`src/rtl/store_narrow.sv`:
```
// Store-side narrowing stage: word/half/byte lane replication, byte enables and
// address/size exception checks. Optional lossy-narrowing flag under STORE_NARROW_LOSSY_EN.
module store_narrow #(
    parameter int unsigned ADDR_W = 32,
    parameter int unsigned CNT_W  = 16
) (
    input  logic              clk,
    input  logic              reset,
    input  logic              in_valid,
    output logic              in_ready,
    input  logic [ADDR_W-1:0] in_addr,
    input  logic [31:0]       in_data,
    input  logic [1:0]        SOp,
    output logic              out_valid,
    input  logic              out_ready,
    output logic [ADDR_W-1:0] mem_addr,
    output logic [31:0]       mem_wdata,
    output logic [3:0]        mem_be,
    output logic              exc_ades,
    output logic              lossy,
    output logic [CNT_W-1:0]  store_cnt
);

    typedef enum logic [1:0] {
        SZ_WORD = 2'b00,
        SZ_HALF = 2'b01,
        SZ_BYTE = 2'b10,
        SZ_RSVD = 2'b11
    } size_e;

    logic        accept;
    logic        exc_n;
    logic [3:0]  be_n;
    logic [31:0] wdata_n;
    logic [1:0]  a;

    assign a        = in_addr[1:0];
    assign in_ready = !out_valid || out_ready;
    assign accept   = in_valid && in_ready;

    // Excepting stores leave be/wdata at zero so memory is never written.
    always_comb begin
        exc_n   = 1'b0;
        be_n    = '0;
        wdata_n = '0;
        case (size_e'(SOp))
            SZ_WORD: begin
                if (a != 2'b00) begin
                    exc_n = 1'b1;
                end else begin
                    be_n    = 4'b1111;
                    wdata_n = in_data;
                end
            end
            SZ_HALF: begin
                if (a[0]) begin
                    exc_n = 1'b1;
                end else begin
                    be_n    = a[1] ? 4'b1100 : 4'b0011;
                    wdata_n = {2{in_data[15:0]}};
                end
            end
            SZ_BYTE: begin
                be_n    = 4'b0001 << a;
                wdata_n = {4{in_data[7:0]}};
            end
            default: exc_n = 1'b1;
        endcase
    end

    always_ff @(posedge clk) begin
        if (reset) begin
            out_valid <= 1'b0;
            mem_addr  <= '0;
            mem_wdata <= '0;
            mem_be    <= '0;
            exc_ades  <= 1'b0;
            store_cnt <= '0;
        end else if (accept) begin
            out_valid <= 1'b1;
            mem_addr  <= {in_addr[ADDR_W-1:2], 2'b00};
            mem_wdata <= wdata_n;
            mem_be    <= be_n;
            exc_ades  <= exc_n;
            if (!exc_n) begin
                store_cnt <= store_cnt + CNT_W'(1);
            end
        end else if (out_ready) begin
            out_valid <= 1'b0;
        end
    end

`ifdef STORE_NARROW_LOSSY_EN
    logic lossy_n;

    // Lossy when the discarded upper bits are neither zero- nor sign-extension.
    always_comb begin
        lossy_n = 1'b0;
        if (!exc_n) begin
            if (SOp == SZ_HALF) begin
                lossy_n = !((in_data[31:16] == '0) ||
                            (in_data[31:16] == {16{in_data[15]}}));
            end else if (SOp == SZ_BYTE) begin
                lossy_n = !((in_data[31:8] == '0) ||
                            (in_data[31:8] == {24{in_data[7]}}));
            end
        end
    end

    always_ff @(posedge clk) begin
        if (reset) begin
            lossy <= 1'b0;
        end else if (accept) begin
            lossy <= lossy_n;
        end
    end
`else
    assign lossy = 1'b0;
`endif

endmodule

```
`config.mk`:
```
export PLATFORM = sky130hd
export DESIGN_NAME = store_narrow
export DESIGN_NICKNAME = d
export VERILOG_FILES = /design/src/rtl/store_narrow.sv
export SDC_FILE = /design/constraint.sdc
export NUM_CORES = 1
export LEC_CHECK = 0
export CAP_MARGIN = 20
export CORE_UTILIZATION = 42
export CTS_CLUSTER_SIZE = 28
export DETAILED_ROUTE_END_ITERATION = 8
export GPL_TIMING_DRIVEN = 1
export PLACE_DENSITY_LB_ADDON = 0.05
export SLEW_MARGIN = 5
export SYNTH_ARGS = -nofsm -noshare
export SYNTH_HDL_FRONTEND = slang
export SYNTH_SLANG_ARGS = --single-unit
export TNS_END_PERCENT = 1
```
`constraint.sdc`:
```
create_clock -name clk -period 2.1 [get_ports clk]
set_clock_uncertainty 0.05 [all_clocks]
set_input_delay 0.42 -clock clk [delete_from_list [all_inputs] [get_ports clk]]
set_output_delay 0.42 -clock clk [all_outputs]
set_load 0.005 [all_outputs]
```
# Yosys cells after proc, flatten, opt, wreduce, memory -nomap -nowiden
# Cells that the tools add are included.
[word_totals]
word_cells = 30
latchBits = 0
register_bits = 84
inputBits = 70
out_inout_bits = 88
ramBits = 0
mem_bits_ro = 0
memories = 0
[op_classes]
n_reduce_logical = 7
order_cmp = 0
muxes = 12
shifts = 1
n_addsub = 1
n_div = 0
n_mul = 0
n_eq_ne = 2
bitwise_logic = 1
[ops]
columns = ["cell", "count"]
rows = [
  ["case mux 32 bit (3 select lines)", 1],
  ["two-way mux 32 bit", 2],
  ["adder 16 x 1 -> 16 bit, second input constant", 1],
  ["two-way mux 4 bit", 3],
  ["case mux 4 bit (3 select lines)", 1],
  ["two-way mux 1 bit", 4],
  ["nonzero test 2 bit", 2],
  ["<< shifter 1 x 2 -> 4 bit, first input constant", 1],
  ["case mux 1 bit (3 select lines)", 1],
  ["equality test 2 x 1 -> 1 bit, second input constant", 1],
  ["equality test 2 bit, second input constant", 1],
  ["zero test 2 bit", 1],
  ["AND reduction 2 bit", 1],
  ["logical AND 1 bit", 1],
  ["zero test 1 bit", 1],
  ["logical OR 1 bit", 1],
  ["inverter 1 bit", 1],
]

# Logic depth before layout (Yosys ltp)
# Gate-level depths: netlist of run 1.
[logic_depth]
depth_word = 5
mapped_depth = 7
mapped_depth_nobuf = 4

# Least setup slack after synthesis of run 1
# OpenSTA, ideal clock, no wires.
[synth_timing]
kind = "input to register"
from = "in SOp[1]"
to = "reg store_cnt[12]"
setup_slack_ns = 0.187
path_stages = 6
path_buffers = 2
required_time_ns = 1.929
setup_time_ns = 0.121
t_arrival_ns = 1.742
cell_sequence = "buf_6 or2_4 o21ba_4 buf_6 nor4_1 mux2_2"
[synth_via]
elab_chain_cells = 4
word_cells_on_any_way = 6
cone_classes = "eq/ne: 2; mux: 1; bitwise: 1; reduce/logical: 2"
[synth_lines]
columns = ["item", "line_no", "text"]
rows = [
  ["start: declaration", "13", "input logic [1:0] SOp,"],
  ["equality test 2 bit (tied with other cells)", "46", "case (size_e'(SOp))"],
  ["case mux 1 bit (3 select lines) *", "46", ""],
  ["inverter 1 bit (no line) *", "--", ""],
  ["AND reduction 2 bit (no line) *", "--", ""],
  ["end signal: assignment", "86", "store_cnt <= store_cnt + CNT_W'(1);"],
  ["end: declaration", "21", "output logic [CNT_W-1:0] store_cnt"],
]
# Every way passes the cells marked *; elsewhere a longest branch is shown, timed or not.
# A chain may end at the register's enable or synchronous reset.

# Worst setup path after layout of run 1
[layout_timing]
from = "in out_ready"
to = "out in_ready"
[layout_via]
elab_chain_cells = 1
[layout_lines]
columns = ["item", "line_no", "text"]
rows = [
  ["start: declaration", "15", "input logic out_ready,"],
  ["logical OR 1 bit", "38", "assign in_ready = !out_valid || out_ready;"],
  ["end: declaration", "10", "output logic in_ready,"],
]
# No other way between the ends.

==> results of run 1 <==
[power groups by stage]
stage | logic [W] | clock network [W] | registers [W]
after CTS | 0.000572 | 0.00111 | 0.00169
after floorplan | 0.000217 | 0 | 0.00173
after global placement | 0.000560 | 0 | 0.00172
after detailed placement | 0.000566 | 0 | 0.00172
final | 0.000570 | 0.00109 | 0.00169
after global routing | 0.000617 | 0.00119 | 0.00170
[sequential cells by signal (all words and copies together) (netlist names)]
| name | count |
|---|---|
| mem_be | 4 |
| out_valid | 1 |
| mem_addr | 30 |
| mem_wdata | 32 |
| exc_ades | 1 |
| store_cnt | 16 |
[through the flow]
step	std cells	instance area (um2)	setup WS, ps
3_5_place_dp	670	5280	-230
4_1_cts	686	5470	18.2
2_1_floorplan	418	3540	187
3_3_place_gp	670	5280	-136
6_report	687	5480	44.7
5_1_grt	687	5480	12.3
[what timing repair did]
action | 4_1_cts | 5_1_grt
endpoints found under the setup margin | 1 | 1
buffers inserted | 0 | 1
gates resized for setup | 1 | 0
hold endpoints to repair | 0 | 0
[cells in the final DEF (no fill, tap or decap), drive strengths merged, types with 2 or more instances in the layout]
| master | count |
|---|---|
| nor2b | 7 |
| mux2 | 5 |
| o31ai | 8 |
| nor2 | 10 |
| or4 | 9 |
| and3 | 2 |
| clkbuf | 10 |
| o21ai | 10 |
| clkdlybuf4s50 | 153 |
| conb | 3 |
| nand2b | 2 |
| o2bb2ai | 17 |
| inv | 4 |
| a22o | 15 |
| a21boi | 7 |
| a211oi | 3 |
| nand2 | 86 |
| nand3 | 15 |
| a22oi | 8 |
| buf | 30 |
| nor3 | 3 |
| nand4 | 5 |
| clkinvlp | 4 |
| a21oi | 64 |
| or3 | 3 |
| dfxtp | 84 |
| nor4 | 3 |
| and4 | 2 |
[path summary, 6_finish.rpt]
path	from	to	slack (ps)
worst max-delay path	out_ready	in_ready	40
worst min-delay path	mem_addr[8]	mem_addr[8]	410
worst max register to register	store_cnt[8]	store_cnt[15]	250
worst min register to register	mem_addr[8]	mem_addr[8]	410
[cells by family after synthesis]
family                     count (synthesis)  share of synthesized area [%]
muxes                                      5                           1.60
and+or+nand+nor                          150                           19.9
other                                      1                          0.106
AOI/OAI and AO/OA                        137                           25.4
adders and majority gates                  1                          0.355
xor gates and xnor gates                   1                          0.248
DFF                                       84                           47.7
buffers and inverters                     37                           4.82
[area by class of cell]
cell class              instances  share of cell area (%)
repair buffers                183                    32.5
clock inverters                 6                   0.868
flip-flops and latches         84                    30.7
well taps                     105                    2.40
multi-input cells             297                    30.9
inverters                       2                   0.137
clock buffers                  10                    2.51
[metal layers]
layer / vias up / share of wire (%) / track usage [%]
met5: - / 0 / 0
met4: 0 / 1.5 / 8.85
met3: 14 / 7.8 / 6.72
li1: 1807 / - / -
met1: 1665 / 44 / 30.0
met2: 124 / 47 / 37.0
[critical path: stages]
cell             delay [ps]
clkdlybuf4s50_1         460
nand2b_4                120
buf_4                   100
clkdlybuf4s50_1         480
==> results.txt, run 1 <==
----------------------------------------------------
[Layout]
  Area occupied by multi-input gates ... 1690 um2
  Antenna Diode Count ... 0
  # nets final ... 648
  Share of post-route cells with drive strength above 1 ... 9.62%
  Reg area ... 1680 um2
  Area overhead of the layout relative to synthesis ... 55.2%
  Number of fill cells in the layout ... 697
  Final core utilization ... 67.0%

[Timing]
  Final worst hold slack ... 408 ps
  Setup violators final ... 0
  Fraction of the cycle the final worst path needs ... 97.9%
  Final-layout setup total negative slack ... 0 ps
  Final hold violations ... 0
  Tightest slew margin relative to the limit ... 64.2%
  Slew at the pin with the worst max-slew slack ... 535 ps
  Final critical path time including I/O delays and setup ... 2060 ps
  RSZ-0062 raised after global routing ... no
  Count of pins over their slew limit ... 0
  Max Freq ... 487 MHz

[Die]
  Width of the chip ... 93.7 um
  Initial Util ... 43.2%
  Total die area ... 8770 um2
  # rows ... 33
  Number of top-level pins ... 158
  Die boundary height ... 93.7 um
  Core outline area ... 8180 um2

[Pwr]
  Total internal power ... 0.00245 W
  P_sw ... 0.000899 W
  Total Power ... 0.00335 W
  Lkg Pwr ... 1.96 nW
  Power density over cell area ... 612 nW/um2
  Relative contribution of the clock network to total power ... 32.6%
  Fraction of power spent switching nets ... 26.8%
  Part of the power in registers ... 50.4%
  Maximum vdd drop ... 0.305 mV
  Power share of the combinational group ... 17.0%

[Global route]
  Total overflow reported by the global router ... 0
  Overall routing resource usage ... 23.3%
  Initial antenna violation count ... 0
  Vias in the first global route ... 3367
  Global-route wire length before repair ... 16100 um
  Pin count of the biggest net entering global routing ... 45

[Yosys]
  Number of synthesized flops with an enable pin ... 0
  Most instantiated library cell after synthesis ... nand2_1
  FF+latch count, synth ... 84
  Fraction of synthesis flops using an asynchronous set or reset pin ... 0%
  Distinct cell type count of the synthesized netlist ... 40
  Proportion of synthesized chip area in sequential cells ... 47.7%
  Post-synthesis cell type with the largest combined area ... dfxtp_1
  Summed instance area of the synthesized netlist ... 3530 um2
  Biggest area contributors in the synthesized netlist ... dfxtp_1, nand2_1, a21oi_1
  Most numerous cell types in the synthesized netlist ... nand2_1, dfxtp_1, a21oi_1, clkbuf_1, o2bb2ai_1
  Area fraction of the dominant cell type after synthesis ... 47.7%
  Ys Warns ... 0
  Synthesized instance count ... 416
  Mean cell area of the mapped netlist ... 8.48 um2
  Main synth FF type ... dfxtp_1

[Clock network]
  Sink count of the clock tree ... 84
  Clock input transition at the sequential cells of the worst setup and hold paths ... 90 ps
  Clock tree root driver cell ... clkbuf_8
  CTS tree ... done
  Deepest clock path buffer count ... 2
  Source-to-sink clock delay at the later pin of the worst-skew pair ... 350 ps
  Post-CTS Hold Buffers ... 0
  Max H-tree Level ... 3
  Number of buffers inserted during clock tree synthesis ... 9

[Setup path]
  Signal arrival time at the worst endpoint ... 1590 ps
  Depth of the worst register-to-register path ... 4
  Maximum fanout along the worst path ... 2
  Critical Setup Path Class ... input pin to output pin
  Crit. End Element ... output pin
  Kind of start point of the critical path ... input pin
  Required time worst endpoint ... 1630 ps

[Placed design]
  Global placer's final weighted congestion ... 0.804
  Detailed-placement wirelength estimate ... 7320 um
  Port-buffer cells ... 154

[Outcome]
  Run status ... finished clean

[Route]
  DRC ... 0
  Vias post-DR ... 3610
  Routed Wire Length ... 10300 um
  Routed WL per cell ... 14.9 um
  Iteration-0 DRC Markers ... 196
  1st-pass router iterations ... 5
  Vias per Instance ... 5.25
  Antenna-violating nets left ... 0

[Hold path]
  Number of instances on the worst hold path ... 2
  Class of the tightest hold or removal check ... flip-flop to flip-flop

[Flow run]
  Number of violations of the max-capacitance limit ... 0

----------------------------------------------------
No activity file was read; power rests on OpenSTA's default activity.
==> run 2: changes to the inputs <==
--- a/config.mk
+++ b/config.mk
@@ -11,6 +11,7 @@
 export DETAILED_ROUTE_END_ITERATION = 8
 export GPL_TIMING_DRIVEN = 1
 export PLACE_DENSITY_LB_ADDON = 0.05
+export SKIP_LAST_GASP = 1
 export SLEW_MARGIN = 5
 export SYNTH_ARGS = -nofsm -noshare
 export SYNTH_HDL_FRONTEND = slang
==> results of run 2 <==
The final DEF is identical to that of run 1; final timing and power are the same.
==> run 3: changes to the inputs <==
--- a/config.mk
+++ b/config.mk
@@ -6,6 +6,7 @@
 export NUM_CORES = 1
 export LEC_CHECK = 0
 export CAP_MARGIN = 20
+export CORE_MARGIN = 4
 export CORE_UTILIZATION = 42
 export CTS_CLUSTER_SIZE = 28
 export DETAILED_ROUTE_END_ITERATION = 8
@@ -16,4 +17,4 @@
 export SYNTH_ARGS = -nofsm -noshare
 export SYNTH_HDL_FRONTEND = slang
 export SYNTH_SLANG_ARGS = --single-unit
-export TNS_END_PERCENT = 1
+export TNS_END_PERCENT = 30
==> results.txt, run 3 (synthesis gave the netlist of run 1 again) <==
----------------------------------------------------
[Outcome]
  Run status ... finished clean

[Setup path]
  Critical Setup Path Class ... input pin to flip-flop
  Cell chain of the critical path ... clkdlybuf4s50_1 -> or2_4 -> o21ba_4 -> nor4_1 -> mux2_2
  Kind of start point of the critical path ... input pin
  Depth of the worst register-to-register path ... 4 (unchanged)
  Cell with the largest stage delay on the worst path ... clkdlybuf4s50_1
  Signal arrival time at the worst endpoint ... 2160 ps (+570 ps)
  Maximum fanout along the worst path ... 21 (+19)
  RR Startpoint ... store_cnt[8]
  Required time worst endpoint ... 2290 ps (+660 ps)
  Crit. End Element ... flip-flop
  Peak per-stage delay on the critical path ... 440 ps (-40 ps)
  Reg2Reg Setup Slack ... 230 ps (-20 ps)
  Capture point of the worst reg-to-reg path ... store_cnt[15]

[Die]
  Core outline area ... 8180 um2 (unchanged)
  Die boundary height ... 99.7 um (+6.4%)
  # rows ... 33 (unchanged)
  Initial Util ... 43.2% (unchanged)
  Number of top-level pins ... 158 (unchanged)
  Width of the chip ... 99.7 um (+6.4%)
  Total die area ... 9930 um2 (+13%)

[Clock network]
  Post-CTS Setup Repair Bufs ... 0 (unchanged)
  Sink count of the clock tree ... 84 (unchanged)
  Max H-tree Level ... 3 (unchanged)
  Source-to-sink clock delay at the later pin of the worst-skew pair ... 340 ps (about the same)
  Deepest clock path buffer count ... 2 (unchanged)
  Post-CTS Hold Buffers ... 0 (unchanged)
  CTS tree ... done
  Number of buffers inserted during clock tree synthesis ... 9 (unchanged)
  Clock input transition at the sequential cells of the worst setup and hold paths ... 90 ps (about the same)
  Clock tree root driver cell ... clkbuf_8

[Timing]
  Slew at the pin with the worst max-slew slack ... 521 ps (-14.3 ps)
  Max Freq ... 506 MHz (+4.1%)
  Final critical path time including I/O delays and setup ... 1980 ps (-80.2 ps)
  Setup violators final ... 0 (unchanged)
  Fraction of the cycle the final worst path needs ... 94.1% (-3.8 points)
  Final hold violations ... 0 (unchanged)
  RSZ-0062 raised after global routing ... no
  Final-layout setup total negative slack ... 0 ps (unchanged)
  Count of pins over their slew limit ... 0 (unchanged)
  Tightest slew margin relative to the limit ... 65.1% (+0.96 points)

[Layout]
  Area occupied by multi-input gates ... 1690 um2 (unchanged)
  Leading cell types in the layout, fill and taps excluded ... clkdlybuf4s50_1, nand2_1, dfxtp_1, a21oi_1, buf_4
  # nets final ... 648 (unchanged)
  Non-Filler Cell Area, Final ... 5510 um2 (+0.66%)
  Largest register by flop count ... mem_wdata
  Reg area ... 1680 um2 (unchanged)
  Share of post-route cells with drive strength above 1 ... 9.62% (unchanged)
  Commonest non-fill, non-tap cell in the layout ... clkdlybuf4s50_1
  Registers with the highest flip-flop counts ... mem_wdata x32, mem_addr x30, store_cnt x16
  Area overhead of the layout relative to synthesis ... 56.3%
  Number of flip-flops in the largest register ... 32 (unchanged)
  Number of fill cells in the layout ... 691 (-0.86%)
  Antenna Diode Count ... 0 (unchanged)

[Route]
  Routed Wire Length ... 10600 um (+3.5%)
  Antenna-violating nets left ... 0 (unchanged)
  Routed WL per cell ... 15.5 um (+3.5%)
  1st-pass router iterations ... 4 (-1)
  Vias per Instance ... 5.31 (+1.0%)
  Iteration-0 DRC Markers ... 153 (-22%)
  Vias post-DR ... 3647 (+1.0%)
  DRC ... 0 (unchanged)

[Hold path]
  Class of the tightest hold or removal check ... flip-flop to flip-flop
  Hold path startpoint ... mem_addr[23]
  Hold Path End ... mem_addr[23]
  Number of instances on the worst hold path ... 2 (unchanged)

[Global route]
  Global-route wire length before repair ... 17500 um (+8.4%)
  Total overflow reported by the global router ... 0 (unchanged)
  Pin count of the biggest net entering global routing ... 33 (-27%)
  Vias in the first global route ... 3604 (+7.0%)
  Initial antenna violation count ... 0 (unchanged)
  Overall routing resource usage ... 21.6% (-1.8 points)

[Placed design]
  Detailed-placement wirelength estimate ... 7810 um (+6.7%)
  Standard cell area after detailed placement ... 5300 um2 (+0.38%)
  Port-buffer cells ... 154 (unchanged)
  Global placer's final weighted congestion ... 0.836 (+4.0%)

[Pwr]
  Lkg Pwr ... 1.99 nW (+1.5%)
  Maximum vdd drop ... 0.340 mV (+11%)
  Power density over cell area ... 627 nW/um2 (+2.5%)

[Flow run]
  Number of violations of the max-capacitance limit ... 0 (unchanged)

----------------------------------------------------
[run 3: critical path, delay by kind of cell]
kind                   cells  cell delay (ps)
AOI/OAI and AO/OA          1              290
buffers and inverters      1              440
muxes                      1              370
and+or+nand+nor            2              630
[run 3: worst max-delay path by stage]
stage / startpoint / to / slack, ps / depth (start not counted)
2_1_floorplan: SOp[1] / store_cnt[12] / 190 / 6
6_report: SOp[1] / store_cnt[14] / 120 / 5
3_3_place_gp: in_addr[0] / store_cnt[11] / -140 / 5
5_1_grt: SOp[1] / store_cnt[12] / 100 / 5
3_5_place_dp: SOp[1] / store_cnt[14] / -230 / 5
4_1_cts: out_ready / in_ready / 10 / 4
[run 3: through the flow]
step                      power (W)  hold WS (ps)  util (%)  setup WS, ps  instances
after floorplan             0.00195           398         -           187        418
after global placement      0.00229           389      64.8          -143        671
after detailed placement    0.00230           395      64.8          -228        671
after CTS                   0.00350           409      67.4          10.5        687
after global routing        0.00363           421      67.4           100        687
final                       0.00346           408      67.4           125        687
[run 3: routing by layer]
layer	global-route usage [%]	wire length, um	vias to the layer above
met1	25.8	4420	1704
met4	6.83	155	0
met3	6.66	850	11
li1	-	-	1812
met5	0	0	-
met2	36.9	5190	120
[run 3: cell type report]
class | instances | area share (%)
sequential | 84 | 30.5
clock inverter | 6 | 1.25
multi-input combinational | 297 | 30.7
inverter | 2 | 0.136
tap | 105 | 2.38
timing repair buffer | 183 | 32.5
clock buffer | 10 | 2.50
[run 3: report_power, final]
group	internal (W)	total [W]	switching, W
Clock	0.000593	0.00120	0.000602
Combinational	0.000330	0.000574	0.000244
Sequential	0.00165	0.00169	0.0000338
[run 3: timing repair]
action                                 4_1_cts  5_1_grt
setup endpoints to repair                    1        1
endpoints found under the hold margin        0        0
resized for setup                            1        1
gates cloned                                 0        0
